### src/rtl/multi_debounce_if.sv
// Signal bundle between raw switch inputs and the multi-channel debouncer.
// The master drives the raw switches; the slave (the debouncer) returns levels and ticks.
interface multi_debounce_if #(
    parameter int N_CH = 4
);
    logic [N_CH-1:0] sw;
    logic [N_CH-1:0] db_level;
    logic [N_CH-1:0] rise_tick;
    logic [N_CH-1:0] fall_tick;
    logic [N_CH-1:0] long_tick;

    modport master (
        output sw,
        input  db_level,
        input  rise_tick,
        input  fall_tick,
        input  long_tick
    );

    modport slave (
        input  sw,
        output db_level,
        output rise_tick,
        output fall_tick,
        output long_tick
    );
endinterface

### src/rtl/multi_debounce.sv
// N-channel switch debouncer: 2-FF synchroniser, 4-state filter FSM and hold-off counter per channel.
// Optional long-press detector compiled in with `define DEBOUNCE_LONGPRESS_EN.
module multi_debounce #(
    parameter int N_CH  = 4,
    parameter int CNT_W = 20,
    parameter int LP_W  = 26
) (
    input  logic             clk,
    input  logic             reset,
    multi_debounce_if.slave  bus
);

    localparam logic [1:0] ZERO  = 2'd0;
    localparam logic [1:0] WAIT1 = 2'd1;
    localparam logic [1:0] ONE   = 2'd2;
    localparam logic [1:0] WAIT0 = 2'd3;

    localparam logic [CNT_W-1:0] CNT_MAX = '1;

    if (N_CH < 1 || N_CH > 32 || CNT_W < 1 || LP_W < 1) begin : g_bad_param
        $error("multi_debounce: parameter out of range");
    end

    logic [N_CH-1:0] level_v;
    logic [N_CH-1:0] rise_v;
    logic [N_CH-1:0] fall_v;
    logic [N_CH-1:0] long_v;

    for (genvar i = 0; i < N_CH; i++) begin : g_ch
        logic [1:0]       sync;
        logic             sw_s;
        logic [1:0]       state;
        logic [1:0]       state_next;
        logic [CNT_W-1:0] cnt;
        logic [CNT_W-1:0] cnt_next;
        logic             level;
        logic             rise;
        logic             fall;

        always_ff @(posedge clk or posedge reset) begin
            if (reset) begin
                sync <= '0;
            end else begin
                sync <= {sync[0], bus.sw[i]};
            end
        end

        assign sw_s = sync[1];

        // NOTE: next-state values get a default before the case so no path leaves them unassigned (no latch).
        always_comb begin
            state_next = state;
            cnt_next   = cnt;
            case (state)
                ZERO: begin
                    if (sw_s) begin
                        state_next = WAIT1;
                        cnt_next   = CNT_MAX;
                    end
                end
                WAIT1: begin
                    if (!sw_s) begin
                        state_next = ZERO;
                    end else if (cnt == '0) begin
                        state_next = ONE;
                    end else begin
                        cnt_next = cnt - CNT_W'(1);
                    end
                end
                ONE: begin
                    if (!sw_s) begin
                        state_next = WAIT0;
                        cnt_next   = CNT_MAX;
                    end
                end
                WAIT0: begin
                    if (sw_s) begin
                        state_next = ONE;
                    end else if (cnt == '0) begin
                        state_next = ZERO;
                    end else begin
                        cnt_next = cnt - CNT_W'(1);
                    end
                end
                default: state_next = ZERO;
            endcase
        end

        // Ticks compare the current state against the previous registered level, so a
        // WAIT0->ONE bounce return (level already 1) never produces a rise tick.
        always_ff @(posedge clk or posedge reset) begin
            if (reset) begin
                state <= ZERO;
                cnt   <= '0;
                level <= 1'b0;
                rise  <= 1'b0;
                fall  <= 1'b0;
            end else begin
                state <= state_next;
                cnt   <= cnt_next;
                level <= (state == ONE) || (state == WAIT0);
                rise  <= (state == ONE) && !level;
                fall  <= (state == ZERO) && level;
            end
        end

        assign level_v[i] = level;
        assign rise_v[i]  = rise;
        assign fall_v[i]  = fall;

`ifdef DEBOUNCE_LONGPRESS_EN
        logic [LP_W-1:0] lp_cnt;
        logic            lp_done;
        logic            long_q;

        // Counter saturates at all-ones; lp_done limits the tick to one per press.
        always_ff @(posedge clk or posedge reset) begin
            if (reset) begin
                lp_cnt  <= '0;
                lp_done <= 1'b0;
                long_q  <= 1'b0;
            end else if (state == ZERO || state == WAIT1) begin
                lp_cnt  <= '0;
                lp_done <= 1'b0;
                long_q  <= 1'b0;
            end else begin
                long_q <= 1'b0;
                if (lp_cnt == '1) begin
                    if (!lp_done) begin
                        long_q  <= 1'b1;
                        lp_done <= 1'b1;
                    end
                end else if (level) begin
                    lp_cnt <= lp_cnt + LP_W'(1);
                end
            end
        end

        assign long_v[i] = long_q;
`else
        assign long_v[i] = 1'b0;
`endif
    end

    assign bus.db_level  = level_v;
    assign bus.rise_tick = rise_v;
    assign bus.fall_tick = fall_v;
    assign bus.long_tick = long_v;

endmodule

### src/flat_wrapper.sv
// flat-port wrapper written by rule: the top's interface ports become plain ports
module multi_debounce_flat 
#(
    parameter int N_CH  = 4,
    parameter int CNT_W = 20,
    parameter int LP_W  = 26
)
  (clk, reset, bus_sw, bus_db_level, bus_rise_tick, bus_fall_tick, bus_long_tick);
  multi_debounce_if #(.N_CH(N_CH)) bus_i ();
  input  logic clk;
  input  logic reset;
  input wire logic [$bits(bus_i.sw)-1:0] bus_sw;
  output wire logic [$bits(bus_i.db_level)-1:0] bus_db_level;
  output wire logic [$bits(bus_i.rise_tick)-1:0] bus_rise_tick;
  output wire logic [$bits(bus_i.fall_tick)-1:0] bus_fall_tick;
  output wire logic [$bits(bus_i.long_tick)-1:0] bus_long_tick;
  assign bus_i.sw = bus_sw;
  assign bus_db_level = bus_i.db_level;
  assign bus_rise_tick = bus_i.rise_tick;
  assign bus_fall_tick = bus_i.fall_tick;
  assign bus_long_tick = bus_i.long_tick;
  multi_debounce #(.N_CH(N_CH), .CNT_W(CNT_W), .LP_W(LP_W)) u_core (.clk(clk), .reset(reset), .bus(bus_i));
endmodule
### config.mk
export PLATFORM = sky130hd
export DESIGN_NAME = multi_debounce_flat
export DESIGN_NICKNAME = d
export VERILOG_FILES = /design/src/rtl/multi_debounce_if.sv /design/src/rtl/multi_debounce.sv /design/src/flat_wrapper.sv
export SDC_FILE = /design/constraint.sdc
export NUM_CORES = 1
export LEC_CHECK = 0
export BUFFER_PORTS_ARGS = -buffer_cell sky130_fd_sc_hd__buf_4
export CAP_MARGIN = 5
export CORE_MARGIN = 1
export CORE_UTILIZATION = 24
export DETAILED_ROUTE_END_ITERATION = 6
export RECOVER_POWER = 100
export SYNTH_ARGS = -nofsm -noshare
export SYNTH_HDL_FRONTEND = slang
export SYNTH_SLANG_ARGS = --single-unit
### constraint.sdc
create_clock -name clk -period 4 [get_ports clk]
set_clock_uncertainty 0.1 [all_clocks]
set_input_delay 0.4 -clock clk [delete_from_list [all_inputs] [get_ports clk]]
set_output_delay 0.4 -clock clk [all_outputs]
set_load 0.05 [all_outputs]
==> results.yml <==
outcome:
  status: "finished, violations left"
  violations: "max-capacitance violations, max-slew violations"
sta:
  worst_hold_slack_ns: 0.05984
  fin_crit_sh_pct: 79.64
  slew_violations: 58
  fin_crit_ns: 3.186
  finalSetupViolations: 0
  hold_violations: 0
  fin_tns_setup_ns: 0
  relSlewSlack_pct: -66.23
  fmax_mhz: 313.9
  rsz0062_at_grt: "false"
  worst_slew_pin_slew_ns: 2.480
worst_setup_path:
  endpoint_kind: "flop"
  worstSetupPathType: "flop to flop"
  cp-start-kind: "flop"
  crit_fanout: 27
  critical_path_arrival_ns: 3.30
  worst-r2r-setup-slack_ns: 0.81
  slowest_stage: "clkbuf_1"
  crit_top_cell: "clkbuf_1"
  path_cells: "clkbuf_1 > nand4bb_1 > nor4_1 > a21boi_0 > clkbuf_1 > a21oi_1 > a31oi_1"
  cp-startpoint: "u_core.g_ch[0].state[0]"
  reg2reg_depth: 7
  critPathRequiredTime_ns: 4.11
  r2r-start: "u_core.g_ch[0].state[0]"
  r2r-end: "u_core.g_ch[0].cnt[16]"
  worst_path_largest_cell_delay_ns: 0.84
die:
  initial_core_util_pct: 24.57
  rows: 55
  die_height_um: 154.5
  top_level_ports: 22
  die-width_um: 154.5
  core_mm2: 0.02271
  die-area_mm2: 0.02386
power:
  p_leak_nw: 2.071
  peakVddDrop_v: 0.0002262
  p_total_w: 0.002352
  power_density_mw_per_mm2: 384.6
clock_tree:
  cts_resized: 0
  cts_root_buf: "clkbuf_16"
  postCtsHoldBufs: 0
  clk_pin_slew_ns: 0.08
  postCtsSetupBuffers: 0
  clk_path_buf_depth: 2
  h-tree-depth: 3
  cts_tree: "yes"
  clkLatencyLatePin_ns: 0.36
  cts_sinks: 108
  cts_buffers: 9
job:
  drv_cap: 1
drt:
  vias: 4145
  remaining_drc_errors: 0
  wl_per_cell_um: 12.33
  dr.pass1.iters: 4
  routed_wl_mm: 10.62
  drt_iter0_drc: 264
  ant_nets: 0
  via_per_inst: 4.814
min_path:
  hold_path.class: "primary input to flop"
  hp-start: "bus_sw[0]"
  holdPathStages: 1
  holdPathEnd: "u_core.g_ch[0].sync[0]"
global_route:
  antenna_found_initial: 0
  first_global_vias: 3897
  grt.overflow.total: 0
  grt_max_degree: 58
  grt_first_pass_wirelength_mm: 18.66
  grt_usage_pct: 9.445
synthesis:
  synthTopCellsByArea: "dfrtp_1 (48%), a21oi_1 (4.2%), nand2_1 (3.3%)"
  synth.top_cell.area_share_pct: 48.44
  ys_warn_count: 0
  synth_enable_flop_cells: 0
  ys.flop_type: "dfrtp_1"
  avgSynthCellArea_um2: 9.652
  synth_cell_types: 64
  synth_top_area_cell: "dfrtp_1"
  syn_area_mm2: 0.005579
  synth_seq_cells: 108
  synth_async_sr_flop_share_pct: 100.0
  synth_cells: 578
  ys_seq_area_share_pct: 48.44
layout:
  fill_cells: 2411
  layout-drive-gt1-share_pct: 7.118
  multi_input_area_mm2: 0.002565
  fin_cells: 861
  final_util_pct: 26.93
  area_growth_pct: 9.621
  seq_area_mm2: 0.002703
  n_antenna_cell: 0
  nNetsFinal: 585
place:
  place.gp.congestion: 0.7498
  place_inst: 845
  port_buffers: 17
  hpwl_mm: 6.989
==> state kept, by name, indices dropped and copies added, names as in the netlist, named ones only <==
signal	count
u_core.g_ch.rise	4
u_core.g_ch.level	4
u_core.g_ch.state	4
u_core.g_ch.sync	8
u_core.g_ch.cnt	80
u_core.g_ch.fall	4
==> synthesized netlist by cell type (6+ instances only) <==
cell / count
mux2_2: 6
nand2b_1: 8
buf_4: 17
or3_1: 6
nor3b_1: 16
clkbuf_1: 25
dfrtp_1: 108
nand2_1: 49
nor3_1: 20
a31oi_1: 20
ha_1: 8
nor4_1: 23
inv_1: 13
nand3_1: 21
nand4_1: 8
xnor2_1: 18
a21oi_1: 47
or4_1: 10
nor2_1: 46
o21ai_0: 17
xor2_1: 7
o41ai_1: 6
a211oi_1: 6
==> layout make-up <==
class / instances / area share [%]
multi-input cells: 414 / 41.94
repair buffers: 25 / 2.025
well taps: 285 / 5.831
clock buffers: 10 / 3.908
clock inverters: 6 / 1.289
inverters: 13 / 0.8183
flip-flops and latches: 108 / 44.19
==> through the flow <==
step                      instance area [µm²]  setup slack (ns)
after floorplan                          5590            0.6544
after global placement                   5889             1.201
after detailed placement                 5889             1.147
after CTS                                6207             1.145
after global routing                     6116            0.4863
final                                    6116            0.8143
==> critical path, delay by kind of cell, from the launching register on <==
family          cells  cell delay (ns)
compound gates      3             0.71
buf+inv             2             1.15
flops               1             0.32
simple gates        2             0.75
==> layer usage <==
metal  wire, µm  vias to the layer above  global-route usage [%]
met1       5422                     1987                   12.77
met5          0                        -                       0
li1           -                     2100                       -
met2       4708                       49                   14.61
met3        364                        9                   2.718
met4        122                        0                   2.687
==> cells in the final DEF, fill, tap and decap left out, types with 6 or more instances in the layout <==
master and count:
inv_1 12, or3_1 6, a211oi_1 6, ha_1 8, xor2_1 7, or4_1 10, nand2b_1 8, nor3b_1 16
o21ai_0 17, clkbuf_16 9, nand3_1 21, a31oi_1 20, mux2_2 6, a21oi_1 47, dfrtp_1 108, nand2_1 49
nor2_1 46, nand4_1 9, o41ai_1 6, clkbuf_1 17, nor4_1 24, xnor2_1 18, nor3_1 21
==> how the worst max path moves through the flow <==
stage,cells after the start,to
final,7,u_core.g_ch[0].cnt[16]
after global routing,7,u_core.g_ch[0].cnt[14]
after CTS,5,u_core.g_ch[1].cnt[6]
after detailed placement,5,u_core.g_ch[1].cnt[6]
after global placement,5,u_core.g_ch[1].cnt[6]
after floorplan,1,asynchronous set/reset pin
==> cells by family after synthesis <==
| logic type | share of synthesized area [%] |
|---|---|
| flip-flops | 48.44 |
| multiplexers | 1.749 |
| adder cells (fa/ha/maj) | 1.794 |
| buffers and inverters | 5.315 |
| AO/OA/AOI/OAI | 13.99 |
| other | 0.06722 |
| XOR/XNOR | 3.925 |
| AND/OR/NAND/NOR | 24.71 |
==> where the power goes <==
part           switching, W  total (W)  leakage [nW]  internal (W)
Sequential        0.0000871    0.00123          1.09       0.00115
Combinational      0.000103   0.000169         0.819     0.0000659
Clock              0.000433   0.000949         0.157      0.000516
Total              0.000623    0.00235          2.07       0.00173
Note: power is estimated with default switching activity, not from simulation.
